==> config.mk <==
export PLATFORM = sky130hd
export DESIGN_NAME = bm_memory_fifo_ctrl_flat
export DESIGN_NICKNAME = d
export VERILOG_FILES = /design/src/rtl/bm_memory_fifo_ctrl_if.sv /design/src/rtl/bm_memory_fifo_ctrl.sv /design/src/flat_wrapper.sv
export SDC_FILE = /design/constraint.sdc
export NUM_CORES = 1
export LEC_CHECK = 0
export BUFFER_PORTS_ARGS = -buffer_cell sky130_fd_sc_hd__buf_4
export CAP_MARGIN = 20
export CORE_ASPECT_RATIO = 0.7
export CORE_MARGIN = 1
export CORE_UTILIZATION = 56
export CTS_BUF_LIST = sky130_fd_sc_hd__clkbuf_4 sky130_fd_sc_hd__clkbuf_8
export DETAILED_ROUTE_END_ITERATION = 16
export PLACE_DENSITY = 0.84
export SYNTH_ARGS = -nofsm -noshare
export SYNTH_HDL_FRONTEND = slang
export SYNTH_SLANG_ARGS = --single-unit
==> constraint.sdc <==
create_clock -name clock -period 8.1 [get_ports clock]
set_input_delay 1.215 -clock clock [delete_from_list [all_inputs] [get_ports clock]]
set_output_delay 1.215 -clock clock [all_outputs]
set_load 0.02 [all_outputs]
==> src/rtl/bm_memory_fifo_ctrl_if.sv <==
// Push/pop handshake bundle for bm_memory_fifo_ctrl.
//   push_valid / push_ready / push_data : upstream word into the FIFO
//   pop_valid  / pop_ready  / pop_data  : head word out of the FIFO
// The controller uses the slave modport; the producer/consumer side
// (or a testbench) uses the master modport.
interface bm_memory_fifo_ctrl_if #(
    parameter int DATA_WIDTH = 8
);
    logic                  push_valid;
    logic                  push_ready;
    logic [DATA_WIDTH-1:0] push_data;
    logic                  pop_valid;
    logic                  pop_ready;
    logic [DATA_WIDTH-1:0] pop_data;

    modport master (
        output push_valid,
        output push_data,
        output pop_ready,
        input  push_ready,
        input  pop_valid,
        input  pop_data
    );

    modport slave (
        input  push_valid,
        input  push_data,
        input  pop_ready,
        output push_ready,
        output pop_valid,
        output pop_data
    );
endinterface

==> src/rtl/bm_memory_fifo_ctrl.sv <==
// FIFO controller wrapping a DEPTH-word registered-read memory.
// Words are written into the memory at wr_ptr, fetched back at rd_ptr
// (read data arrives one cycle after the address is sampled) and landed
// in a 2-entry skid buffer so the pop side can sustain one word per cycle.
//
// Ports:
//   clock           : single clock, all state on posedge
//   reset           : synchronous, active-high
//   fifo (slave)    : push/pop valid-ready handshake
//   mem_we          : memory write enable (= push accepted this cycle)
//   mem_address_in  : memory write address (write pointer)
//   mem_value_in    : memory write data (= push_data)
//   mem_address_out : memory read address (read pointer)
//   mem_value_out   : registered memory read data
//   level           : words held = memory count + in-flight fetch + skid count
module bm_memory_fifo_ctrl #(
    parameter int DATA_WIDTH = 8,
    parameter int ADDR_WIDTH = 2
) (
    input  logic                  clock,
    input  logic                  reset,
    bm_memory_fifo_ctrl_if.slave  fifo,
    output logic                  mem_we,
    output logic [ADDR_WIDTH-1:0] mem_address_in,
    output logic [DATA_WIDTH-1:0] mem_value_in,
    output logic [ADDR_WIDTH-1:0] mem_address_out,
    input  logic [DATA_WIDTH-1:0] mem_value_out,
    output logic [2:0]            level
);
    localparam int DEPTH = 1 << ADDR_WIDTH;
    localparam int CNT_W = ADDR_WIDTH + 1;
    localparam logic [CNT_W-1:0] MEM_FULL = CNT_W'(DEPTH);

    logic [ADDR_WIDTH-1:0] wr_ptr_r;
    logic [ADDR_WIDTH-1:0] rd_ptr_r;
    logic [CNT_W-1:0]      mem_cnt_r;
    logic                  fetch_pending_r;
    logic [1:0]            out_cnt_r;
    logic [DATA_WIDTH-1:0] out0_r;
    logic [DATA_WIDTH-1:0] out1_r;

    logic                  push_ready_s;
    logic                  push_fire_s;
    logic                  pop_valid_s;
    logic                  pop_fire_s;
    logic                  issue_s;
    logic [1:0]            skid_after_s;
    logic [1:0]            land_slot_s;
    logic [CNT_W-1:0]      mem_cnt_nxt_s;
    logic [DATA_WIDTH-1:0] out0_nxt_s;
    logic [DATA_WIDTH-1:0] out1_nxt_s;
    logic [2:0]            level_sum_s;

    // Handshake qualification, fetch decision and counter arithmetic.
    always_comb begin
        push_ready_s = !reset && (mem_cnt_r != MEM_FULL);
        push_fire_s  = fifo.push_valid && push_ready_s;
        pop_valid_s  = !reset && (out_cnt_r != 2'd0);
        pop_fire_s   = pop_valid_s && fifo.pop_ready;
        // Skid occupancy after this edge: a pending fetch always lands,
        // a pop always leaves. Cannot underflow since a pop needs out_cnt >= 1.
        skid_after_s = out_cnt_r + {1'b0, fetch_pending_r} - {1'b0, pop_fire_s};
        // Only issue a read if the landing slot will exist next cycle, so the
        // skid buffer can never be overrun by an in-flight word.
        issue_s      = (mem_cnt_r != {CNT_W{1'b0}}) && (skid_after_s <= 2'd1);
        // A landing word goes to the first free slot seen after any pop.
        land_slot_s  = out_cnt_r - {1'b0, pop_fire_s};
        mem_cnt_nxt_s = mem_cnt_r + {{(CNT_W-1){1'b0}}, push_fire_s}
                                  - {{(CNT_W-1){1'b0}}, issue_s};
        level_sum_s  = 3'(mem_cnt_r) + 3'(fetch_pending_r) + 3'(out_cnt_r);
    end

    // Skid buffer next values: pop shifts out1 into out0, then the fetch lands.
    always_comb begin
        out0_nxt_s = pop_fire_s ? out1_r : out0_r;
        out1_nxt_s = out1_r;
        case ({fetch_pending_r, land_slot_s})
            3'b100:  out0_nxt_s = mem_value_out;
            3'b101:  out1_nxt_s = mem_value_out;
            default: out1_nxt_s = out1_r;
        endcase
    end

    // Controller state registers with synchronous reset.
    always_ff @(posedge clock) begin
        if (reset) begin
            wr_ptr_r        <= {ADDR_WIDTH{1'b0}};
            rd_ptr_r        <= {ADDR_WIDTH{1'b0}};
            mem_cnt_r       <= {CNT_W{1'b0}};
            fetch_pending_r <= 1'b0;
            out_cnt_r       <= 2'd0;
            out0_r          <= {DATA_WIDTH{1'b0}};
            out1_r          <= {DATA_WIDTH{1'b0}};
        end else begin
            if (push_fire_s) begin
                wr_ptr_r <= wr_ptr_r + {{(ADDR_WIDTH-1){1'b0}}, 1'b1};
            end else begin
                wr_ptr_r <= wr_ptr_r;
            end
            if (issue_s) begin
                rd_ptr_r <= rd_ptr_r + {{(ADDR_WIDTH-1){1'b0}}, 1'b1};
            end else begin
                rd_ptr_r <= rd_ptr_r;
            end
            fetch_pending_r <= issue_s;
            mem_cnt_r       <= mem_cnt_nxt_s;
            out_cnt_r       <= skid_after_s;
            out0_r          <= out0_nxt_s;
            out1_r          <= out1_nxt_s;
        end
    end

    assign fifo.push_ready = push_ready_s;
    assign fifo.pop_valid  = pop_valid_s;
    assign fifo.pop_data   = reset ? {DATA_WIDTH{1'b0}} : out0_r;

    assign mem_we          = push_fire_s;
    assign mem_address_in  = wr_ptr_r;
    assign mem_value_in    = fifo.push_data;
    assign mem_address_out = rd_ptr_r;
    assign level           = reset ? 3'd0 : level_sum_s;
endmodule

==> src/flat_wrapper.sv <==
// flat-port wrapper written by rule: the top's interface ports become plain ports
module bm_memory_fifo_ctrl_flat 
#(
    parameter int DATA_WIDTH = 8,
    parameter int ADDR_WIDTH = 2
)
  (clock, reset, mem_we, mem_address_in, mem_value_in, mem_address_out, mem_value_out, level, fifo_push_valid, fifo_push_data, fifo_pop_ready, fifo_push_ready, fifo_pop_valid, fifo_pop_data);
  bm_memory_fifo_ctrl_if #(.DATA_WIDTH(DATA_WIDTH)) fifo_i ();
  input  logic clock;
  input  logic reset;
  output logic mem_we;
  output logic [ADDR_WIDTH-1:0] mem_address_in;
  output logic [DATA_WIDTH-1:0] mem_value_in;
  output logic [ADDR_WIDTH-1:0] mem_address_out;
  input  logic [DATA_WIDTH-1:0] mem_value_out;
  output logic [2:0] level;
  input wire logic [$bits(fifo_i.push_valid)-1:0] fifo_push_valid;
  input wire logic [$bits(fifo_i.push_data)-1:0] fifo_push_data;
  input wire logic [$bits(fifo_i.pop_ready)-1:0] fifo_pop_ready;
  output wire logic [$bits(fifo_i.push_ready)-1:0] fifo_push_ready;
  output wire logic [$bits(fifo_i.pop_valid)-1:0] fifo_pop_valid;
  output wire logic [$bits(fifo_i.pop_data)-1:0] fifo_pop_data;
  assign fifo_i.push_valid = fifo_push_valid;
  assign fifo_i.push_data = fifo_push_data;
  assign fifo_i.pop_ready = fifo_pop_ready;
  assign fifo_push_ready = fifo_i.push_ready;
  assign fifo_pop_valid = fifo_i.pop_valid;
  assign fifo_pop_data = fifo_i.pop_data;
  bm_memory_fifo_ctrl #(.DATA_WIDTH(DATA_WIDTH), .ADDR_WIDTH(ADDR_WIDTH)) u_core (.clock(clock), .reset(reset), .fifo(fifo_i), .mem_we(mem_we), .mem_address_in(mem_address_in), .mem_value_in(mem_value_in), .mem_address_out(mem_address_out), .mem_value_out(mem_value_out), .level(level));
endmodule
==> impl_metrics.py, run 1 <==
metrics = {
    "worst_setup_path": {
        "r2r_start": "u_core.out_cnt_r[1]$_SDFF_PP0_",
        "ff2ff_setup_slack_ns": 5.14,
        "worstRegToRegCells": 14,
        "cp.required_ns": 8.30,
        "worstReg2RegEnd": "u_core.mem_cnt_r[2]$_SDFF_PP0_",
        "cp.arrival_ns": 3.97,
        "startpoint_type": "input port",
        "worstSetupEndpointType": "register",
        "crit_type": "input port to register",
        "worstPathMaxFanout": 41,
    },
    "timing": {
        "final-hold-violation-count": 0,
        "fin_crit_ns": 3.77,
        "timing.fmax_ghz": 0.265,
        "rsz0062_at_grt": "false",
        "slew_headroom_pct": 35.4,
        "hold_ws_ns": 0.489,
        "worstMarginPinSlew_ns": 0.966,
        "setup_viol": 0,
        "fin_worst_skew_ns": 0.0105,
        "finalSetupTns_ns": 0,
        "finalCritPeriodShare_pct": 46.5,
        "report.final.slew_viol_count": 0,
    },
    "yosys": {
        "syn-cell-area_mm2": 0.00141,
        "syn_avg_cell_area_um2": 8.49,
        "syn_nets": 194,
        "synthArstFlopShare_pct": 0,
        "yosysWarnings": 0,
        "synth-seq-area-share_pct": 36.9,
        "synthDistinctLibCells": 29,
        "synth-edff-count": 0,
        "ys_ff_latch": 26,
        "synth_flop_cell": "dfxtp_1",
        "synth_cells": 166,
    },
    "placed_design": {
        "routabilityCongestion": 0.849,
        "dp.cells": 211,
        "port_buffers": 29,
        "place_area_mm2": 0.00157,
        "dp_hpwl_um": 2290,
    },
    "clocking": {
        "cts_root_buf": "clkbuf_4",
        "cts.sinks": 26,
        "cts_hold_buf": 0,
        "htreeDepth": 1,
        "cts_inserted_buffers": 3,
        "ctsResizeCount": 0,
        "path_clk_slew_ns": 0.13,
        "cts_tree": "built",
        "post_cts_buffers": 0,
        "clockBufferDepth": 2,
        "clk_latency_ns": 0.32,
    },
    "final_layout": {
        "syn_to_final_growth_pct": 13.0,
        "layout-drive-gt1-share_pct": 19.2,
        "final_cells": 214,
        "fin_area_mm2": 0.00159,
        "layout.nets": 212,
        "mostFrequentLayoutCells": "29 x buf_4, 26 x dfxtp_1, 18 x o21ai_0",
        "final_common_cell": "buf_4",
        "diodes": 0,
        "final_util_pct": 70.4,
    },
    "detailed_routing": {
        "drt_wl_total_um": 3080,
        "drt-initial-drc-count": 101,
        "ant_nets": 0,
        "drc": 0,
        "drtPass1Iterations": 4,
        "wl_per_cell_um": 14.4,
        "routed_via_density": 5.73,
        "vias": 1226,
    },
    "global_routing": {
        "grt_pass1_vias": 1040,
        "grt_use_total_pct": 25.9,
        "grt_max_degree": 42,
        "grt_overflow": 0,
        "antenna_found_initial": 0,
        "grt_pass1_wl_um": 5000,
    },
    "worst_hold_path": {
        "hold_path.class": "register to register",
        "hold_path_end": "u_core.mem_address_in[1]$_SDFFE_PP0N_",
        "hold_depth": 2,
        "holdCritStartpoint": "u_core.mem_address_in[1]$_SDFFE_PP0N_",
    },
    "pwr": {
        "ir_drop_mv": 0.210,
        "p_leak_nw": 0.633,
        "power_density_mw_per_mm2": 349,
    },
    "job": {
        "cap_violations": 0,
    },
    "status": {
        "status": "finished clean",
    },
    "floorplan": {
        "dieWidth_um": 62.0,
        "initial_core_util_pct": 62.3,
        "dieArea_mm2": 0.00272,
        "row_count": 14,
        "core_region_area_mm2": 0.00226,
        "die_y_um": 44.0,
        "pin_count": 46,
    },
}
## sequential cells by signal, indices dropped and copies added, names as in the netlist
name,count
u_core.out_cnt_r,2
u_core.out0_r,8
u_core.out1_r,8
u_core.fetch_pending_r,1
u_core.mem_address_in,2
u_core.mem_address_out,2
u_core.mem_cnt_r,3
## cells by family after synthesis
logic type / after synthesis / share of synthesized area [%]
AOI/OAI and AO/OA: 41 / 17.7
xor gates and xnor gates: 6 / 5.42
adders and majority gates: 8 / 8.70
buffers and inverters: 30 / 10.7
DFF: 26 / 36.9
and+or+nand+nor: 55 / 20.6
## synthesized netlist by cell type (all sizes together), types with 3 or more instances
cell type  count  share of area [%]
xor2           3                1.9
a311oi         8                5.0
ha             5                4.4
nor2b         12                5.3
fa             3                4.3
dfxtp         26                 37
inv           13                3.5
clkbuf         5                1.3
nor2           7                1.9
nor3          11                3.9
nand3         17                6.0
buf           11                5.6
a21oi         11                3.9
o21ai         18                6.4
## worst max path at each step
stage | start | end | cells after the start
final | reset | u_core.mem_cnt_r[2]$_SDFF_PP0_ | 15
after global routing | reset | u_core.mem_cnt_r[2]$_SDFF_PP0_ | 15
after CTS | reset | u_core.mem_cnt_r[2]$_SDFF_PP0_ | 15
after detailed placement | reset | u_core.mem_cnt_r[2]$_SDFF_PP0_ | 15
after global placement | reset | u_core.mem_cnt_r[2]$_SDFF_PP0_ | 15
after floorplan | fifo_pop_ready | u_core.mem_cnt_r[2]$_SDFF_PP0_ | 15
## critical path: stages
cell	delay, ns
buf_4	0.34
o21bai_2	0.28
nor2_1	0.11
ha_1	0.28
inv_1	0.05
ha_1	0.14
xor3_2	0.31
nor2_1	0.15
ha_1	0.24
inv_1	0.06
ha_1	0.14
inv_1	0.05
fa_1	0.37
xnor2_1	0.17
nor2_1	0.06
## metrics by stage
stage	power (mW)	setup slack, ns
2_1_floorplan	0.422	4.40
3_3_place_gp	0.486	4.15
3_5_place_dp	0.503	4.01
4_1_cts	0.556	4.35
5_1_grt	0.602	4.12
6_report	0.556	4.33
## cell type report
class	count	area, um2
timing repair buffer	29	218
fill	183	668
multi-input combinational	110	738
clock buffer	3	22.5
sequential	26	520
inverter	14	52.6
tap	32	40.0
## metal layers
metal | up-vias | track usage, % | part of all wire, %
li1 | 607 | - | -
met1 | 552 | 41.3 | 47
met2 | 59 | 33.4 | 42
met3 | 8 | 6.27 | 10
met4 | 0 | 8.44 | 1.5
met5 | - | 0 | 0
## power by group
group          leakage [nW]  total, mW  switching, mW  internal, mW
Combinational         0.406      0.300          0.173         0.127
Sequential            0.213      0.203         0.0346         0.168
Clock                0.0138     0.0530         0.0356        0.0174
Power figures use the tool's default switching activity.
==> inputs of run 2 (changes only) <==
Settings changed: CORE_UTILIZATION 56 to 52, PLACE_DENSITY 0.84 to 0.79.
Clock period 8.1 ns to 3.7 ns, I/O delays scaled along.
==> impl_metrics.py, run 2 (synthesis gave the netlist of run 1 again) <==
metrics = {
    "clocking": {
        "cts_tree": "built",
        "cts_root_buf": "clkbuf_8",
        "post_cts_buffers": 0,
        "htreeDepth": 1,
        "ctsResizeCount": 0,
        "path_clk_slew_ns": 0.08,
        "cts_inserted_buffers": 3,
        "cts.sinks": 26,
        "clockBufferDepth": 2,
        "cts_hold_buf": 0,
        "clk_latency_ns": 0.26,
    },
    "placed_design": {
        "pre_cts_ws_ns": 0.497,
        "dp_hpwl_um": 2250,
        "place_area_mm2": 0.00159,
        "dp.cells": 215,
        "routabilityCongestion": 0.788,
        "port_buffers": 29,
    },
    "timing": {
        "fin_worst_skew_ns": 0.00276,
        "final-hold-violation-count": 0,
        "layout_setup_ws_ns": 0.714,
        "finalCritPeriodShare_pct": 80.7,
        "finalSetupTns_ns": 0,
        "timing.fmax_ghz": 0.335,
        "rsz0062_at_grt": "false",
        "worstMarginPinSlew_ns": 0.553,
        "fin_crit_ns": 2.99,
        "report.final.slew_viol_count": 0,
        "setup_viol": 0,
        "hold_ws_ns": 0.486,
        "slew_headroom_pct": 62.8,
    },
    "final_layout": {
        "final_common_cell": "buf_4",
        "diodes": 0,
        "layout.nets": 214,
        "layout-drive-gt1-share_pct": 20.1,
        "final_util_pct": 64.7,
        "top_regs": "u_core.out0_r: 8 flops, u_core.out1_r: 8 flops, u_core.mem_cnt_r: 3 flops",
        "fin_area_mm2": 0.00163,
        "syn_to_final_growth_pct": 15.5,
        "final_cells": 218,
        "mostFrequentLayoutCells": "31 x buf_4, 26 x dfxtp_1, 18 x o21ai_0",
    },
    "pwr": {
        "p_leak_nw": 0.651,
        "ir_drop_mv": 0.426,
        "power_density_mw_per_mm2": 774,
        "total_power_mw": 1.26,
    },
    "worst_hold_path": {
        "holdCritStartpoint": "u_core.mem_address_in[1]$_SDFFE_PP0N_",
        "hold_path.class": "register to register",
    },
    "global_routing": {
        "grt_max_degree": 41,
        "grt_pass1_wl_um": 4790,
        "grt_overflow": 0,
        "antenna_found_initial": 0,
        "grt_pass1_vias": 1045,
        "grt_use_total_pct": 21.8,
    },
    "floorplan": {
        "dieWidth_um": 64.2,
        "initial_core_util_pct": 56.0,
        "row_count": 15,
        "die_y_um": 45.6,
        "pin_count": 46,
        "core_region_area_mm2": 0.00251,
        "dieArea_mm2": 0.00292,
    },
    "worst_setup_path": {
        "cp.arrival_ns": 3.13,
        "crit_type": "register to register",
        "startpoint_type": "register",
        "endpoint": "u_core.mem_cnt_r[2]$_SDFF_PP0_",
        "critPathLaunch": "u_core.out_cnt_r[1]$_SDFF_PP0_",
        "worstSetupEndpointType": "register",
        "worstReg2RegEnd": "u_core.mem_cnt_r[2]$_SDFF_PP0_",
        "cp.required_ns": 3.84,
        "worstPathMaxFanout": 10,
        "ff2ff_setup_slack_ns": 0.71,
        "worstRegToRegCells": 14,
        "r2r_start": "u_core.out_cnt_r[1]$_SDFF_PP0_",
    },
    "detailed_routing": {
        "drtPass1Iterations": 4,
        "wl_met3_um": 196,
        "routed.top_layer": "met4",
        "wl_per_cell_um": 13.8,
        "wl_met1_um": 1480,
        "vias": 1214,
        "routed_via_density": 5.57,
        "drt-initial-drc-count": 75,
        "ant_nets": 0,
        "drc": 0,
        "met2_length_um": 1310,
        "drt_wl_total_um": 3000,
    },
    "job": {
        "cap_violations": 0,
    },
    "status": {
        "status": "finished clean",
    },
}
## run 2: how the worst min path moves through the flow
| stage | slack [ns] | cells after the start | endpoint |
|---|---|---|---|
| after floorplan | 0.45 | 2 | u_core.out1_r[0]$_SDFFE_PP0N_ |
| after global placement | 0.46 | 2 | u_core.out1_r[6]$_SDFFE_PP0N_ |
| after global routing | 0.52 | 2 | u_core.out1_r[6]$_SDFFE_PP0N_ |
| after detailed placement | 0.47 | 2 | u_core.out1_r[0]$_SDFFE_PP0N_ |
| final | 0.49 | 2 | u_core.mem_address_in[1]$_SDFFE_PP0N_ |
| after CTS | 0.48 | 2 | u_core.out1_r[0]$_SDFFE_PP0N_ |
## run 2: worst max-delay path: stages (launching register included)
cell      delay, ns
dfxtp_1        0.39
o21bai_2       0.33
nor2_1         0.11
ha_1           0.28
inv_1          0.06
ha_1           0.15
xor3_2         0.32
nor2_1         0.15
ha_1           0.24
inv_1          0.06
ha_1           0.14
inv_1          0.05
fa_1           0.37
xnor2_1        0.16
nor2_1         0.05
## run 2: metal layers
metal	global-route usage (%)	vias up
met3	4.75	2
met2	32.1	45
met4	4.89	0
met1	32.7	557
met5	0	-
li1	-	610
## run 2: report_power, final
part	total (mW)	switching, mW	internal [mW]
Clock	0.149	0.0765	0.0727
Sequential	0.446	0.0773	0.369
Combinational	0.665	0.377	0.288
## run 2: final cells by class
cell class	instances	area [um2]
multi-input combinational	110	738
fill	214	887
clock buffer	3	41.3
inverter	14	52.6
tap	34	42.5
sequential	26	520
timing repair buffer	31	233
==> inputs of run 3 (changes only) <==
Clock period 3.7 ns to 3.1 ns, I/O delays scaled along.
==> impl_metrics.py, run 3 (synthesis gave the netlist of run 1 again) <==
metrics = {
    "detailed_routing": {
        "drc": 0,
        "wl_per_cell_um": 14.6,
        "drt-initial-drc-count": 97,
        "drtPass1Iterations": 4,
        "vias": 1261,
        "drt_wl_total_um": 3230,
        "ant_nets": 0,
        "routed_via_density": 5.71,
    },
    "floorplan": {
        "dieArea_mm2": 0.00292,
        "dieWidth_um": 64.2,
        "core_region_area_mm2": 0.00251,
        "die_y_um": 45.6,
        "pin_count": 46,
        "initial_core_util_pct": 56.0,
        "row_count": 15,
    },
    "timing": {
        "fin_crit_ns": 2.78,
        "hold_ws_ns": 0.460,
        "rsz0062_at_grt": "false",
        "slew_headroom_pct": 60.0,
        "setup_viol": 0,
        "finalCritPeriodShare_pct": 89.6,
        "fin_worst_skew_ns": 0.00428,
        "timing.fmax_ghz": 0.360,
        "final-hold-violation-count": 0,
        "layout_setup_ws_ns": 0.322,
        "finalSetupTns_ns": 0,
        "report.final.slew_viol_count": 0,
        "worstMarginPinSlew_ns": 0.598,
    },
    "global_routing": {
        "antenna_found_initial": 0,
        "grt_overflow": 0,
        "grt_pass1_wl_um": 4890,
        "grt_pass1_vias": 1046,
        "grt_use_total_pct": 22.6,
        "grt_max_degree": 41,
    },
    "clocking": {
        "cts_tree": "built",
        "post_cts_buffers": 0,
        "cts_root_buf": "clkbuf_8",
        "clk_latency_ns": 0.27,
        "cts.sinks": 26,
        "htreeDepth": 1,
        "cts_hold_buf": 0,
        "path_clk_slew_ns": 0.09,
        "ctsResizeCount": 0,
        "cts_inserted_buffers": 3,
        "clockBufferDepth": 2,
    },
    "final_layout": {
        "syn_to_final_growth_pct": 18.7,
        "final.fill_count": 213,
        "layout.nets": 216,
        "diodes": 0,
        "layout-drive-gt1-share_pct": 21.4,
        "final_common_cell": "buf_4",
        "register_area_um2": 520,
        "final_util_pct": 66.5,
        "mostFrequentLayoutCells": "33 x buf_4, 26 x dfxtp_1, 18 x o21ai_0",
        "multi_input_area_um2": 738,
        "top_regs": "u_core.out0_r: 8 flops, u_core.out1_r: 8 flops, u_core.mem_cnt_r: 3 flops",
    },
    "placed_design": {
        "pre_cts_ws_ns": 0.120,
        "routabilityCongestion": 0.761,
        "dp_hpwl_um": 2280,
        "port_buffers": 29,
    },
    "worst_setup_path": {
        "worstSetupEndpointType": "register",
        "cp.required_ns": 3.25,
        "startpoint_type": "register",
        "crit_type": "register to register",
        "cp.arrival_ns": 2.93,
        "worstPathMaxFanout": 7,
    },
    "pwr": {
        "p_leak_nw": 0.674,
        "ir_drop_mv": 0.437,
        "power_density_mw_per_mm2": 967,
    },
    "job": {
        "cap_violations": 0,
    },
    "status": {
        "status": "finished clean",
    },
    "worst_hold_path": {
        "hold_path.class": "input port to register",
    },
}
run 3: cell types whose count changed in the layout (fill, tap and decap cells not counted), sizes merged:
cell,previous run,this run
bufinv,0,1
buf,31,33
run 3: final timing paths:
| kind | from | endpoint | slack (ns) | cells past startpoint |
|---|---|---|---|---|
| worst max-delay path | u_core.out_cnt_r[1]$_SDFF_PP0_ | u_core.mem_cnt_r[2]$_SDFF_PP0_ | 0.32 | 14 |
| worst min-delay path | mem_value_out[6] | u_core.out1_r[6]$_SDFFE_PP0N_ | 0.46 | 3 |
| worst max register to register | u_core.out_cnt_r[1]$_SDFF_PP0_ | u_core.mem_cnt_r[2]$_SDFF_PP0_ | 0.32 | 14 |
| worst min register to register | u_core.mem_address_in[1]$_SDFFE_PP0N_ | u_core.mem_address_in[1]$_SDFFE_PP0N_ | 0.49 | 2 |
run 3: critical path, cell delays in order (launching register included):
cell and delay (ns):
dfxtp_1 0.47, o21bai_2 0.10, nor2_1 0.14, ha_1 0.25, inv_1 0.06, ha_1 0.14
xor3_2 0.31, nor2_1 0.13, ha_1 0.23, inv_1 0.05, ha_1 0.13, inv_1 0.05
fa_1 0.37, xnor2_1 0.18, nor2_1 0.06
run 3: area by class of cell:
class | count | area share (%)
repair buffers | 33 | 14.8
clock buffers | 3 | 2.47
flip-flops and latches | 26 | 31.1
multi-input cells | 110 | 44.1
clock inverters | 1 | 1.80
inverters | 14 | 3.14
well taps | 34 | 2.54
run 3: per-stage QoR:
| step | instance area (um2) | power, mW | instances |
|---|---|---|---|
| floorplan | 1410 | 1.10 | 166 |
| global placement | 1600 | 1.30 | 217 |
| detailed placement | 1600 | 1.33 | 217 |
| CTS | 1670 | 1.62 | 221 |
| global route | 1670 | 1.74 | 221 |
| finish | 1670 | 1.62 | 221 |
run 3: metal layers:
| metal | global-route usage, % | share of wire (%) |
|---|---|---|
| met1 | 32.2 | 47 |
| met2 | 34.3 | 45 |
| met3 | 5.50 | 6.8 |
| met4 | 6.22 | 1.2 |
| met5 | 0 | 0 |
run 3: report_power, final:
part / internal [mW] / switching, mW
Clock: 0.173 / 0.105
Combinational: 0.349 / 0.460
Sequential: 0.440 / 0.0928
